--- src/rtl/crossroad_pkg.sv ---
// Shared definitions for the crossroad phase scheduler: lamp codes, directions, phases.
// Latency: n/a (constants, types and a pure helper function only).
// Backpressure: n/a.
package crossroad_pkg;

  // Lamp codes {R,Y,G}
  localparam logic [2:0] LIGHT_RED = 3'b100;
  localparam logic [2:0] LIGHT_YEL = 3'b010;
  localparam logic [2:0] LIGHT_GRN = 3'b001;

  // Direction indices; bit positions in req/pending follow the same order
  localparam logic [1:0] DIR_N = 2'd0;
  localparam logic [1:0] DIR_W = 2'd1;
  localparam logic [1:0] DIR_S = 2'd2;
  localparam logic [1:0] DIR_E = 2'd3;

  typedef enum logic [1:0] {
    PH_IDLE   = 2'd0,
    PH_GREEN  = 2'd1,
    PH_YELLOW = 2'd2,
    PH_ALLRED = 2'd3
  } phase_e;

  function automatic logic [3:0] dir_onehot(input logic [1:0] d);
    return 4'b0001 << d;
  endfunction

endpackage

--- src/rtl/crossroad_phase_sched_if.sv ---
// Signal bundle between the crossroad scheduler and its environment.
// Latency: n/a (wiring only).
// Backpressure: none; tick and req are sampled every cycle, lamps are always valid.
// Optional emergency preemption signals exist when CROSSROAD_EMERG_PREEMPT_EN is defined.
interface crossroad_phase_sched_if;

  logic       tick;
  logic [3:0] req;
  logic [2:0] north_light;
  logic [2:0] west_light;
  logic [2:0] south_light;
  logic [2:0] east_light;
  logic [1:0] active_dir;
  logic [1:0] phase;
`ifdef CROSSROAD_EMERG_PREEMPT_EN
  logic       emg;
  logic [1:0] emg_dir;

  modport master (
    output tick, req, emg, emg_dir,
    input  north_light, west_light, south_light, east_light, active_dir, phase
  );

  modport slave (
    input  tick, req, emg, emg_dir,
    output north_light, west_light, south_light, east_light, active_dir, phase
  );
`else
  modport master (
    output tick, req,
    input  north_light, west_light, south_light, east_light, active_dir, phase
  );

  modport slave (
    input  tick, req,
    output north_light, west_light, south_light, east_light, active_dir, phase
  );
`endif

endinterface

--- src/rtl/crossroad_rr_pick.sv ---
// Round-robin direction picker: first demanding direction after last_dir, wrapping mod 4.
// Latency: purely combinational.
// Backpressure: none; last_dir itself is the lowest-priority candidate (re-grant when alone).
module crossroad_rr_pick (
  input  logic [3:0] dem,
  input  logic [1:0] last_dir,
  output logic [1:0] grant_dir,
  output logic       any
);

  assign any = |dem;

  // Scan from farthest offset to nearest so the nearest demanding direction wins
  always_comb begin
    grant_dir = last_dir;
    for (int i = 4; i >= 1; i--) begin
      if (dem[last_dir + 2'(i)]) grant_dir = last_dir + 2'(i);
    end
  end

endmodule

--- src/rtl/crossroad_phase_sched.sv ---
// Demand-actuated four-way phase scheduler: latched requests, round-robin green, min/max green window.
// Latency: IDLE with demand before edge k shows green after edge k; later phases advance on tick.
// Backpressure: none; requests are latched in pending until served. Preemption: CROSSROAD_EMERG_PREEMPT_EN.
module crossroad_phase_sched
  import crossroad_pkg::*;
#(
  parameter int GREEN_MIN = 8,
  parameter int GREEN_MAX = 16,
  parameter int YELLOW_T  = 4,
  parameter int ALLRED_T  = 2
) (
  input  logic                    clk,
  input  logic                    rst,
  crossroad_phase_sched_if.slave  bus
);

  localparam int CW = $clog2(GREEN_MAX + 1);

  phase_e          state;
  logic [CW-1:0]   cnt;
  logic [3:0]      pending;
  logic [1:0]      last_dir;

  logic [3:0]      dem;
  logic [3:0]      own_mask;
  logic [3:0]      pending_set;
  logic [1:0]      pick_dir;
  logic            pick_any;
  logic            emg_on;
  logic [1:0]      emg_d;
  logic [1:0]      grant;
  logic            go;
  logic            other_dem;
  logic            min_ok;
  logic            at_max;
  logic            green_hold;
  logic            green_cut;
  logic            green_exit;
  logic            yel_done;
  logic            ar_done;
  logic [2:0]      lamp [4];

`ifdef CROSSROAD_EMERG_PREEMPT_EN
  assign emg_on = bus.emg;
  assign emg_d  = bus.emg_dir;
`else
  assign emg_on = 1'b0;
  assign emg_d  = DIR_N;
`endif

  // A direction's own request is ignored while it holds green, so it does not re-queue itself
  assign own_mask    = (state == PH_GREEN) ? dir_onehot(last_dir) : 4'b0000;
  assign pending_set = pending | (bus.req & ~own_mask);
  assign dem         = pending | bus.req;

  crossroad_rr_pick u_pick (
    .dem       (dem),
    .last_dir  (last_dir),
    .grant_dir (pick_dir),
    .any       (pick_any)
  );

  // An active emergency acts as demand and overrides the round-robin choice
  assign grant = emg_on ? emg_d : pick_dir;
  assign go    = pick_any | emg_on;

  assign other_dem  = |(dem & ~dir_onehot(last_dir));
  assign min_ok     = cnt >= CW'(GREEN_MIN - 1);
  assign at_max     = cnt == CW'(GREEN_MAX - 1);
  assign green_hold = emg_on && (emg_d == last_dir);
  assign green_cut  = emg_on && (emg_d != last_dir);
  assign green_exit = green_cut ||
                      (!green_hold && bus.tick && ((min_ok && other_dem) || at_max));
  assign yel_done   = bus.tick && (cnt == CW'(YELLOW_T - 1));
  assign ar_done    = bus.tick && (cnt == CW'(ALLRED_T - 1));

  // Phase FSM with timer, demand latch and last-served direction
  always_ff @(posedge clk or posedge rst) begin
    if (rst) begin
      state    <= PH_IDLE;
      cnt      <= '0;
      pending  <= 4'b0000;
      last_dir <= DIR_E;
    end else begin
      pending <= pending_set;
      // Saturating at GREEN_MAX-1 only matters for an emergency hold; other phases exit earlier
      if (bus.tick && !at_max) cnt <= cnt + CW'(1);
      case (state)
        PH_IDLE: begin
          if (go) begin
            state    <= PH_GREEN;
            cnt      <= '0;
            last_dir <= grant;
            pending  <= pending_set & ~dir_onehot(grant);
          end
        end
        PH_GREEN: begin
          if (green_exit) begin
            state <= PH_YELLOW;
            cnt   <= '0;
          end
        end
        PH_YELLOW: begin
          if (yel_done) begin
            state <= PH_ALLRED;
            cnt   <= '0;
          end
        end
        PH_ALLRED: begin
          if (ar_done) begin
            cnt <= '0;
            if (go) begin
              state    <= PH_GREEN;
              last_dir <= grant;
              pending  <= pending_set & ~dir_onehot(grant);
            end else begin
              state <= PH_IDLE;
            end
          end
        end
        default: begin
          state <= PH_IDLE;
          cnt   <= '0;
        end
      endcase
    end
  end

  // Lamp decode from registered state only; at most one lamp can leave red
  always_comb begin
    for (int i = 0; i < 4; i++) lamp[i] = LIGHT_RED;
    if (state == PH_GREEN)  lamp[last_dir] = LIGHT_GRN;
    if (state == PH_YELLOW) lamp[last_dir] = LIGHT_YEL;
  end

  assign bus.north_light = lamp[DIR_N];
  assign bus.west_light  = lamp[DIR_W];
  assign bus.south_light = lamp[DIR_S];
  assign bus.east_light  = lamp[DIR_E];
  assign bus.active_dir  = last_dir;
  assign bus.phase       = state;

endmodule
--- src/flat_wrapper.sv ---
// flat-port wrapper written by rule: the top's interface ports become plain ports
module crossroad_phase_sched_flat import crossroad_pkg::*;
#(
  parameter int GREEN_MIN = 8,
  parameter int GREEN_MAX = 16,
  parameter int YELLOW_T  = 4,
  parameter int ALLRED_T  = 2
)
  (clk, rst, bus_tick, bus_req, bus_north_light, bus_west_light, bus_south_light, bus_east_light, bus_active_dir, bus_phase);
  crossroad_phase_sched_if bus_i ();
  input  logic clk;
  input  logic rst;
  input wire logic [$bits(bus_i.tick)-1:0] bus_tick;
  input wire logic [$bits(bus_i.req)-1:0] bus_req;
  output wire logic [$bits(bus_i.north_light)-1:0] bus_north_light;
  output wire logic [$bits(bus_i.west_light)-1:0] bus_west_light;
  output wire logic [$bits(bus_i.south_light)-1:0] bus_south_light;
  output wire logic [$bits(bus_i.east_light)-1:0] bus_east_light;
  output wire logic [$bits(bus_i.active_dir)-1:0] bus_active_dir;
  output wire logic [$bits(bus_i.phase)-1:0] bus_phase;
  assign bus_i.tick = bus_tick;
  assign bus_i.req = bus_req;
  assign bus_north_light = bus_i.north_light;
  assign bus_west_light = bus_i.west_light;
  assign bus_south_light = bus_i.south_light;
  assign bus_east_light = bus_i.east_light;
  assign bus_active_dir = bus_i.active_dir;
  assign bus_phase = bus_i.phase;
  crossroad_phase_sched #(.GREEN_MIN(GREEN_MIN), .GREEN_MAX(GREEN_MAX), .YELLOW_T(YELLOW_T), .ALLRED_T(ALLRED_T)) u_core (.clk(clk), .rst(rst), .bus(bus_i));
endmodule
--- config.mk ---
export PLATFORM = sky130hd
export DESIGN_NAME = crossroad_phase_sched_flat
export DESIGN_NICKNAME = d
export VERILOG_FILES = /design/src/rtl/crossroad_pkg.sv /design/src/rtl/crossroad_phase_sched_if.sv /design/src/rtl/crossroad_rr_pick.sv /design/src/rtl/crossroad_phase_sched.sv /design/src/flat_wrapper.sv
export SDC_FILE = /design/constraint.sdc
export NUM_CORES = 1
export LEC_CHECK = 0
export BUFFER_PORTS_ARGS = -buffer_cell sky130_fd_sc_hd__buf_4
export CAP_MARGIN = 20
export CORE_MARGIN = 4
export CORE_UTILIZATION = 39
export CTS_BUF_LIST = sky130_fd_sc_hd__clkbuf_4 sky130_fd_sc_hd__clkbuf_8 sky130_fd_sc_hd__clkbuf_16
export CTS_CLUSTER_DIAMETER = 100
export DETAILED_ROUTE_END_ITERATION = 10
export PLACE_DENSITY = 0.61
export SYNTH_ARGS = -nofsm -noshare
export SYNTH_HDL_FRONTEND = slang
export SYNTH_SLANG_ARGS = --single-unit
--- constraint.sdc ---
create_clock -name clk -period 3.1 [get_ports clk]
set_clock_uncertainty 0.1 [all_clocks]
set_input_delay 0.62 -clock clk [delete_from_list [all_inputs] [get_ports clk]]
set_output_delay 0.62 -clock clk [all_outputs]
set_load 0.01 [all_outputs]
==> Word level (Yosys, flattened, before mapping) <==
Cells that the tools add are included.
W data, S select, Z words.
{ "word_totals": {"regBits": 13, "out_inout_bits": 16} }
{ "classes": {"n_addsub": 4, "magnitude_cmp": 6, "n_eq_ne": 10, "shifts": 2, "mux": 32, "n_bitwise": 13, "reduce_logical": 14} }
{ "ops": {"columns": ["op", "count"], "rows": [
  ["$mux W5", 5],
  ["$mux W12", 2],
  ["$pmux W5 S4", 1],
  ["$mux W2", 9],
  ["$not A4 Y4", 4],
  ["$and A4 B4 Y4", 3],
  ["$mux W4", 3],
  ["$or A4 B4 Y4", 3],
  ["$lt A2 B3 Y1 const B", 3],
  ["$and A8 B8 Y8", 1],
  ["$ne A2 B1 Y1 const B", 4],
  ["$not A8 Y8", 1],
  ["$pmux W2 S4", 1],
  ["$pmux W4 S2", 1],
  ["$reduce_or A4 Y1", 2],
  ["$shl A1 B2 Y4 const A", 2],
  ["$bmux W1 S2", 3],
  ["$demux W3 S2", 1],
  ["$logic_and A1 B1 Y1", 6],
  ["$add A5 B1 Y5 const B", 1],
  ["$eq A5 B1 Y1 const B", 1],
  ["$eq A5 B2 Y1 const B", 1],
  ["$eq A5 B4 Y1 const B", 1],
  ["$ge A5 B3 Y1 const B", 1],
  ["other kinds (16)", 21]
]} }

==> Depth between registers and ports, before layout <==
Gate-level depths: netlist (run 1).
{ "logic_depth": {"word_depth": 12, "ltp_mapped": 8, "ltp_nobuf": 8} }

==> Modules after synthesis <==
From an unflattened synthesis (run 1), not the netlist that was laid out.
{ "unflattened": {"cells_unflattened": 134, "hier_area_um2": 1116.1} }
{ "by_module_without_submodules": {"columns": ["mod", "instances", "cells_each", "area_each_um2", "seq_area_each_um2"], "rows": [
  ["crossroad_phase_sched", 1, 120, 1033.5, 327.8],
  ["crossroad_rr_pick", 1, 14, 82.6, 0.0]
]} }

==> Worst setup path after synthesis (run 1) <==
Ideal clock, no wire load.
{ "synth_timing": {"path_kind": "register to register", "startpoint": "register u_core.last_dir[0], in the netlist u_core.bus.active_dir[0]", "endpoint": "register u_core.pending[0]", "setup_ns": 0.126, "t_arrival_ns": 2.121, "required_time_ns": 2.874, "slack_ns": 0.754, "path_stages_with_launch": 9, "period_less_slack_ns": 2.346, "cell_sequence": "dfstp_2 > buf_6 > inv_1 > ha_1 > inv_1 > a211oi_1 > o311ai_4 > xnor2_1 > o311a_1"} }
{ "synth_via": {"elab_chain_len": 12, "word_cells_on_any_way": 23} }
{ "synth_lines": {"columns": ["item", "line_no", "source"], "rows": [
  ["from (decl)", "crossroad_phase_sched.sv:22", "logic [1:0] last_dir;"],
  ["from (signal assigned)", "crossroad_phase_sched.sv:93", "last_dir <= grant;"],
  ["from (signal assigned)", "crossroad_phase_sched.sv:114", "last_dir <= grant;"],
  ["$add A2 B2 Y2", "crossroad_rr_pick.sv:17", "if (dem[last_dir + 2'(i)]) grant_dir = last_dir + 2'(i);"],
  ["$bmux W1 S2", "crossroad_rr_pick.sv:17", null],
  ["$mux W1 (not written as such)", "crossroad_rr_pick.sv:17", null],
  ["$mux W2 (3 in a row)", "crossroad_rr_pick.sv:17", null],
  ["$shl A1 B2 Y4", "crossroad_pkg.sv:25", "return 4'b0001 << d;"],
  ["$not A4 Y4", "crossroad_phase_sched.sv:94, crossroad_phase_sched.sv:115", null],
  ["$and A4 B4 Y4", "crossroad_phase_sched.sv:94, crossroad_phase_sched.sv:115", null],
  ["$mux W4", "crossroad_phase_sched.sv:90, crossroad_phase_sched.sv:112", null],
  ["$mux W4", "crossroad_phase_sched.sv:110", "if (ar_done) begin"],
  ["$pmux W4 S2 (*)", "crossroad_phase_sched.sv:88", "case (state)"],
  ["to (signal assigned)", "crossroad_phase_sched.sv:85", "pending <= pending_set;"],
  ["to (signal assigned)", "crossroad_phase_sched.sv:94", "pending <= pending_set & ~dir_onehot(grant);"],
  ["to (signal assigned)", "crossroad_phase_sched.sv:115", "pending <= pending_set & ~dir_onehot(grant);"],
  ["to (decl)", "crossroad_phase_sched.sv:21", "logic [3:0] pending;"]
]} }
Mark *: on every way between the ends. The rest lies on a longest branch, timed or not. The select of a mux whose other input is x is not followed.
A chain may end at the register's enable or synchronous reset.

==> Final worst setup path (run 1) <==
{ "layout_timing": {"startpoint": "register u_core.last_dir[0], in the netlist u_core.bus.active_dir[0]", "endpoint": "output port bus_south_light[2]"} }
{ "layout_via": {"elab_chain_len": 9, "word_cells_on_any_way": 11} }
{ "layout_lines": {"columns": ["item", "line_no", "source"], "rows": [
  ["$not A2 Y3 (not written as such) (*)", "crossroad_phase_sched.sv:132, crossroad_phase_sched.sv:133", null],
  ["$ge A3 B3 Y1 (not written as such) / $lt A3 B1 Y1 (equally long branches)", "crossroad_phase_sched.sv:132, crossroad_phase_sched.sv:133", null],
  ["$logic_and A1 B1 Y1 (not written as such)", "crossroad_phase_sched.sv:132, crossroad_phase_sched.sv:133", null],
  ["$mux W3 (not written as such)", "crossroad_phase_sched.sv:132, crossroad_phase_sched.sv:133", null],
  ["$demux W3 S2 (*)", "crossroad_phase_sched.sv:132, crossroad_phase_sched.sv:133", null],
  ["$not A4 Y4 (no line)", null, null],
  ["$mux W12", "crossroad_phase_sched.sv:132", "if (state == PH_GREEN) lamp[last_dir] = LIGHT_GRN;"],
  ["$and A8 B8 Y8 (no line)", null, null],
  ["$mux W12 (*)", "crossroad_phase_sched.sv:133", "if (state == PH_YELLOW) lamp[last_dir] = LIGHT_YEL;"],
  ["to (decl)", "flat_wrapper.sv:17", "output wire logic [$bits(bus_i.south_light)-1:0] bus_south_light;"]
]} }
Mark *: on every way between the ends. The rest lies on a longest branch, timed or not.

==> results of run 1 <==
[power groups by stage]
stage,combinational (W),sequential (W),clock [W]
floorplan,0.000810,0.000353,0
global placement,0.00108,0.000375,0
detailed placement,0.00109,0.000380,0
CTS,0.00110,0.000377,0.000121
global route,0.00120,0.000395,0.000132
finish,0.00110,0.000379,0.000118
[metal layers]
layer	GRT usage, %	vias to the layer above	wire length [um]
met5	0	-	0
met4	7.01	0	67
met3	2.49	7	105
met2	26.2	34	1480
met1	16.7	504	1170
li1	-	520	-
[state kept, by name, summed over array words and instances (netlist names)]
signal                 cells
u_core.cnt                 5
u_core.pending             4
u_core.bus.active_dir      2
u_core.bus.phase           2
[cells by family (layout without fill, tap and decap cells)]
group	count (synthesis)	after routing	synth area share, %
AO/OA/AOI/OAI	35	35	24.4
XOR/XNOR	6	6	4.43
adder cells (fa/ha/maj)	15	15	15.8
buffers and inverters	11	34	4.11
flip-flops	13	13	27.6
multiplexers	2	2	2.84
AND/OR/NAND/NOR	48	48	20.8
[final timing paths]
kind	slack (ps)	from	to
hold reg to reg	460	u_core.bus.active_dir[1]	u_core.bus.active_dir[1]
max in group asynchronous	2290	rst	u_core.bus.active_dir[0]
setup reg to reg	530	u_core.bus.active_dir[0]	u_core.pending[0]
min in group clk	460	u_core.bus.active_dir[1]	u_core.bus.active_dir[1]
setup / recovery	450	u_core.bus.active_dir[0]	bus_south_light[2]
hold / removal	260	rst	u_core.cnt[4]
[worst max-delay path: cells and delay by family (launching register included)]
| family | cells | cell delay, ps |
|---|---|---|
| compound gates | 1 | 120 |
| buf+inv | 2 | 360 |
| fa+ha+maj | 1 | 290 |
| flops | 1 | 710 |
| simple gates | 1 | 170 |
[cell type report]
cell class | count | area share [%]
multi-input combinational | 106 | 57.8
timing repair buffer | 22 | 11.8
inverter | 8 | 2.14
sequential | 13 | 23.4
tap | 31 | 2.77
clock buffer | 4 | 2.14
[through the flow]
stage,area (sq um),instances,power (W),setup WS [ps],utilization (%)
after floorplan,1190,130,0.00116,754,-
after global placement,1370,180,0.00146,622,48.5
after detailed placement,1370,180,0.00147,551,48.5
after CTS,1400,184,0.00160,449,49.6
after global routing,1400,184,0.00172,292,49.6
final,1400,184,0.00159,450,49.6
[placed cells by master (no fill, tap or decap), types with 3 or more instances in the layout]
cell type  netlist  routed
a21o_1           4       4
o21bai_1         3       3
xnor2_1          4       4
a21oi_1          6       6
buf_4            0      22
nor2_1          10      10
dfrtp_1         11      11
a211oi_1         4       4
nand2_1         12      12
and2_1           7       7
ha_1            15      15
nor3_1           3       3
or3_1            3       3
clkbuf_4         0       4
o311a_1          4       4
inv_1            8       8
==> tab_implementation.tex, run 1 <==
\begin{tabular}{lr}
\hline
Metric & Value \\
\hline
\multicolumn{2}{l}{\textbf{Synth}} \\
List of most frequent post-synthesis cells & 15 x ha\_1, 12 x nand2\_1, 11 x dfrtp\_1 \\
Sequential element share of the synthesized area & 27.6\% \\
Post-synthesis register bit count & 13 \\
Yosys Warn Count & 0 \\
Number of enable-type register cells in the synthesized netlist & 0 \\
Synthesized netlist net count & about 150 \\
Async S/R FF share, synth & 100\% \\
Mean instance size in the synthesized netlist & 9.13 sq um \\
Summed instance area of the synthesized netlist & $\sim$1200 sq um \\
Cell type contributing the most total cell area after synthesis & dfrtp\_1 \\
Count of mapped cells out of synthesis & 130 \\
Most used DFF post-synth & dfrtp\_1 \\
Area share of the largest cell type after synthesis & 23.2\% \\
Biggest area contributors in the synthesized netlist & dfrtp\_1 23\%, ha\_1 16\%, dfstp\_2 4.4\% \\
Most frequent cell after synthesis & ha\_1 \\
Count of distinct cell types in the synthesized netlist & 41 \\
\multicolumn{2}{l}{\textbf{Flow run}} \\
Maximum Capacitance Violations & 0 \\
\multicolumn{2}{l}{\textbf{STA}} \\
Worst-case headroom to the max-slew limit & 63.7\% \\
Setup-failing EPs final & 0 \\
Final critical-path required period & 2650 ps \\
Worst hold slack & 260 ps \\
Final Max Slew Viols & 0 \\
Maximum clock rate & 377 MHz \\
Total Neg Setup Slack & 0 ps \\
Final critical-path share of the clock period & 85.5\% \\
Number of endpoints with negative hold slack in the final report & 0 \\
Setup repair after global routing missed its margin & false \\
Transition time of the tightest slew-check pin & 542 ps \\
\multicolumn{2}{l}{\textbf{Worst hold path}} \\
Tightest Hold Check Type & input port to asynchronous set/reset pin \\
\multicolumn{2}{l}{\textbf{Clocking}} \\
Worst-skew pair later-pin latency & between 200 and 300 ps \\
Max H-tree Level & 1 \\
Clock transition at the register clock pins on the worst setup and hold paths after CTS & roughly 80 ps \\
Number of clock sinks & 13 \\
CTS Buf Count & 3 \\
Number of setup buffers added after CTS & 0 \\
TritonCTS clock tree & yes \\
Maximum clock insertion buffer count & 2 \\
Hold buffers post-CTS & 0 \\
Resized Gates After CTS & 0 \\
Root cell of the clock tree & clkbuf\_4 \\
\multicolumn{2}{l}{\textbf{Placed design}} \\
Count of buffers from port buffering & 22 \\
Post-detailed-placement half-perimeter wirelength & 2.27 mm \\
Placer Congestion & approximately 0.9 \\
\multicolumn{2}{l}{\textbf{Pwr}} \\
Leakage component of the power & 0.657 nW \\
Sequential share of power & 23.8\% \\
Peak supply drop & about 0.44 mV \\
Switching part of the total & 48.1\% \\
Internal power & 0.000827 W \\
Power dissipated by switching net loads & 0.000766 W \\
Power density cells & 1140 nW/um\^{}2 \\
Clock power share & 7.4\% \\
Combinational group share of total power & 68.8\% \\
\multicolumn{2}{l}{\textbf{Route}} \\
Total detailed-routing wirelength & 2.83 mm \\
Detailed-route via count & 1065 \\
DR DRC count & 0 \\
Starting DRT DRC Count & 78 \\
Drt first pass iters & 4 \\
Number of vias per cell & 5.79 \\
Routed WL per cell & 15.4 um \\
Antenna viol nets, final & 0 \\
\multicolumn{2}{l}{\textbf{Final layout}} \\
Storage element area & 328 sq um \\
Footprint of the multi-input gates & between 800 and 900 sq um \\
Filler cell count & 263 \\
Layout overhead on the synthesized area & 18.1\% \\
Proportion of layout cells with a drive suffix above 1 & 24.2\% \\
Number of antenna cells inserted & 0 \\
Layout net count & 176 \\
\multicolumn{2}{l}{\textbf{Setup path}} \\
Data arrival at the endpoint of the critical path & 1930 ps \\
Ordered cell list for the critical path & inv\_1, ha\_1, and2\_1, a21oi\_1, buf\_4 \\
Kind of start point of the critical path & flop \\
Crit Path Max Fanout & 14 \\
Crit path kind & flop to output pin \\
Worst path slowest cell & dfstp\_2 \\
Crit. End Element & output pin \\
Required arrival time at the worst endpoint & 2380 ps \\
Slowest cell delay on critical path & 710 ps \\
Depth of the worst register-to-register path & 7 \\
\multicolumn{2}{l}{\textbf{Die}} \\
Initial cell density of the core & 42.0\% \\
Height of the chip & 63.2 um \\
Number of top-level design ports & 23 \\
Die area & 3990 sq um \\
Site row count & 19 \\
Standard cell core area & about 2800 sq um \\
Die Span X & 63.2 um \\
\multicolumn{2}{l}{\textbf{Outcome}} \\
Status & completed \\
\multicolumn{2}{l}{\textbf{Global route}} \\
Antenna violations before repair & 0 \\
Global Route Usage Sum & between 10\% and 20\% \\
Global-route wire length before repair & 4.68 mm \\
Maximum number of pins on one net before global-route repair & 15 \\
Number of global-route vias before repair & 1007 \\
Total congestion overflow & 0 \\
\hline
\end{tabular}
(Power assumes the default switching activity.)
==> run 2, diff against run 1 <==
Settings changed: SYNTH_HIERARCHICAL set to 1.
==> tab_implementation.tex, run 2 <==
\begin{tabular}{lr}
\hline
Metric & Value \\
\hline
\multicolumn{2}{l}{\textbf{Route}} \\
Starting DRT DRC Count & 48 (-38\%) \\
Detailed-route via count & 1033 (-3.0\%) \\
Drt first pass iters & 4 (unchanged) \\
DR DRC count & 0 (unchanged) \\
Routed WL per cell & 13.5 um (-12\%) \\
Number of vias per cell & 5.49 (-5.1\%) \\
Total detailed-routing wirelength & 2.55 mm (-10\%) \\
Antenna viol nets, final & 0 (unchanged) \\
\multicolumn{2}{l}{\textbf{Die}} \\
Die area & 3780 sq um (-5.2\%) \\
Site row count & 19 (unchanged) \\
Standard cell core area & 2730 sq um (-3.4\%) \\
Initial cell density of the core & 40.8\% (-1.1 points) \\
Die Span X & 61.5 um (-2.7\%) \\
Number of top-level design ports & 23 (unchanged) \\
Height of the chip & 61.5 um (-2.7\%) \\
\multicolumn{2}{l}{\textbf{Clocking}} \\
Maximum clock insertion buffer count & 2 (unchanged) \\
Worst-skew pair later-pin latency & 280 ps (about the same) \\
Hold buffers post-CTS & 0 (unchanged) \\
Number of clock sinks & 13 (unchanged) \\
CTS Buf Count & 3 (unchanged) \\
Clock transition at the register clock pins on the worst setup and hold paths after CTS & 90 ps (about the same) \\
Resized Gates After CTS & 0 (unchanged) \\
Root cell of the clock tree & clkbuf\_4 \\
TritonCTS clock tree & yes \\
Max H-tree Level & 1 (unchanged) \\
Number of setup buffers added after CTS & 0 (unchanged) \\
\multicolumn{2}{l}{\textbf{Synth}} \\
Async S/R FF share, synth & 100\% (unchanged) \\
Mean instance size in the synthesized netlist & 8.33 sq um (-8.8\%) \\
Summed instance area of the synthesized netlist & 1120 sq um (-6.0\%) \\
Most used DFF post-synth & dfrtp\_1 \\
List of most frequent post-synthesis cells & 13 x nand2\_1, 12 x nor2\_1, 11 x a21oi\_1, 11 x dfrtp\_1, 11 x inv\_1 \\
Most frequent cell after synthesis & nand2\_1 \\
Yosys Warn Count & 6 (+6) \\
Cell type contributing the most total cell area after synthesis & dfrtp\_1 \\
Number of enable-type register cells in the synthesized netlist & 0 (unchanged) \\
Count of distinct cell types in the synthesized netlist & 45 (+9.8\%) \\
Area share of the largest cell type after synthesis & 24.7\% (+1.5 points) \\
Count of mapped cells out of synthesis & 134 (+3.1\%) \\
Synthesized netlist net count & 148 (-2.6\%) \\
Sequential element share of the synthesized area & 29.4\% (+1.8 points) \\
Post-synthesis register bit count & 13 (unchanged) \\
Biggest area contributors in the synthesized netlist & dfrtp\_1 25\%, ha\_1 7.8\%, a21oi\_1 4.9\% \\
\multicolumn{2}{l}{\textbf{Final layout}} \\
Most frequent standard cell in the layout excluding fill and tap cells & buf\_4 \\
Register name with the most flops & u\_core/cnt \\
Footprint of the multi-input gates & 721 sq um (-11\%) \\
Storage element area & 328 sq um (unchanged) \\
Proportion of layout cells with a drive suffix above 1 & 26.8\% (+2.6 points) \\
Layout overhead on the synthesized area & 19.1\% \\
Layout net count & 172 (-2.3\%) \\
Total non-filler cell area in the finished layout & 1330 sq um (-5.3\%) \\
Highest-count cells in the layout ignoring fill and taps & 23 x buf\_4, 13 x nand2\_1, 12 x nor2\_1 \\
Number of antenna cells inserted & 0 (unchanged) \\
Filler cell count & 276 (+4.9\%) \\
Final core utilization & 48.6\% (-0.98 points) \\
Number of flip-flops under the largest register name & 5 (unchanged) \\
Largest registers & u\_core/cnt x5, u\_core/pending x4 \\
\multicolumn{2}{l}{\textbf{Worst hold path}} \\
Tightest Hold Check Type & input port to asynchronous set/reset pin \\
\multicolumn{2}{l}{\textbf{STA}} \\
Final Max Slew Viols & 0 (unchanged) \\
Maximum clock rate & 400 MHz (+6.0\%) \\
Transition time of the tightest slew-check pin & 497 ps (-45.4 ps) \\
Worst-case headroom to the max-slew limit & 66.8\% (+3.1 points) \\
Final setup margin & 599 ps (+150 ps) \\
Total Neg Setup Slack & 0 ps (unchanged) \\
Number of endpoints with negative hold slack in the final report & 0 (unchanged) \\
Setup-failing EPs final & 0 (unchanged) \\
Final critical-path required period & 2500 ps (-150 ps) \\
Final critical-path share of the clock period & 80.7\% (-4.8 points) \\
Setup repair after global routing missed its margin & false \\
\multicolumn{2}{l}{\textbf{Global route}} \\
Global Route Usage Sum & 14.7\% (+0.074 points) \\
Number of global-route vias before repair & 940 (-6.7\%) \\
Antenna violations before repair & 0 (unchanged) \\
Total congestion overflow & 0 (unchanged) \\
Maximum number of pins on one net before global-route repair & 22 (+7) \\
Global-route wire length before repair & 4.13 mm (-12\%) \\
\multicolumn{2}{l}{\textbf{Setup path}} \\
Depth of the worst register-to-register path & 5 (-2) \\
Data arrival at the endpoint of the critical path & 1780 ps (-150 ps) \\
Reg2Reg Capture Point & u\_core/bus.phase[1] \\
Crit path kind & flop to output pin \\
Reg-to-reg slack, setup & 850 ps (+320 ps) \\
Crit. End Element & output pin \\
Reg-to-reg startpoint & u\_core/bus.active\_dir[1] \\
Kind of start point of the critical path & flop \\
Crit Path Max Fanout & 10 (-4) \\
Required arrival time at the worst endpoint & 2380 ps (about the same) \\
\multicolumn{2}{l}{\textbf{Pwr}} \\
PnR Total Power & 0.00138 W (-13\%) \\
Power density cells & 1040 nW/um\^{}2 (-8.6\%) \\
Peak supply drop & 0.655 mV (+48\%) \\
Leakage component of the power & 0.624 nW (-5.0\%) \\
\multicolumn{2}{l}{\textbf{Placed design}} \\
Post-detailed-placement half-perimeter wirelength & 1.93 mm (-15\%) \\
Dpl ws & 588 ps (+37.9 ps) \\
Area of placed instances & 1300 sq um (-5.2\%) \\
Count of buffers from port buffering & 22 (unchanged) \\
Placer Congestion & 0.824 (-6.6\%) \\
\multicolumn{2}{l}{\textbf{Outcome}} \\
Status & completed \\
\multicolumn{2}{l}{\textbf{Flow run}} \\
Maximum Capacitance Violations & 0 (unchanged) \\
\hline
\end{tabular}
-- run 2: cell types whose count changed in the layout (fill, tap and decap cells not counted), moves of 4 or more --
cell     before  now
a21oi_1       6   11
and2_1        7    3
ha_1         15    7
o21ai_0       2    6
o311a_1       4    0
-- run 2: cell families (layout without fill, tap and decap cells) --
family	Yosys count	after routing	share of synthesized area, %
AND/OR/NAND/NOR	55	55	27.4
XOR/XNOR	3	3	2.35
AO/OA/AOI/OAI	37	37	22.8
adder cells (fa/ha/maj)	7	7	7.85
buffers and inverters	15	38	6.05
flip-flops	13	13	29.4
multiplexers	4	4	4.26
-- run 2: worst max path at each step --
stage | slack, ps | cells after the start | endpoint | start
finish | 600 | 5 | bus_south_light[0] | u_core/bus.phase[0]
CTS | 590 | 5 | bus_south_light[0] | u_core/bus.phase[0]
global placement | 620 | 6 | u_core/bus.phase[1] | bus_req[2]
floorplan | 820 | 5 | u_core/bus.phase[1] | bus_req[2]
detailed placement | 590 | 6 | u_core/bus.phase[1] | bus_req[2]
global route | 480 | 5 | bus_south_light[0] | u_core/bus.phase[0]
-- run 2: power breakdown --
part           switching, W  internal [W]
sequential         0.000133      0.000259
clock             0.0000599     0.0000478
combinational      0.000456      0.000423
total              0.000650      0.000730
-- run 2: metrics by stage --
step | hold WS (ps) | std cells
2_1_floorplan | 396 | 134
5_1_grt | 292 | 188
6_report | 259 | 188
3_5_place_dp | 467 | 184
4_1_cts | 283 | 188
3_3_place_gp | 448 | 184
-- run 2: layout make-up --
cell class,count,area share (%)
Sequential cell,13,24.7
Tap cell,31,2.92
Clock inverter,1,0.377
Clock buffer,3,1.69
Timing Repair Buffer,23,13.0
Inverter,11,3.11
Multi-Input combinational cell,106,54.2
-- run 2: metal layers --
metal  track usage (%)  wire [um]  vias up
li1                  -          -      518
met1              19.9       1230      485
met2              22.9       1150       26
met3              2.52        133        4
met4              6.36         32        0
met5                 0          0        -
-- run 2: worst max-delay path: stages, from the launching register on --
cell and delay [ps]:
dfrtp_1 450, inv_1 110, ha_1 320, nand2b_1 240, nor3b_1 220, buf_4 160
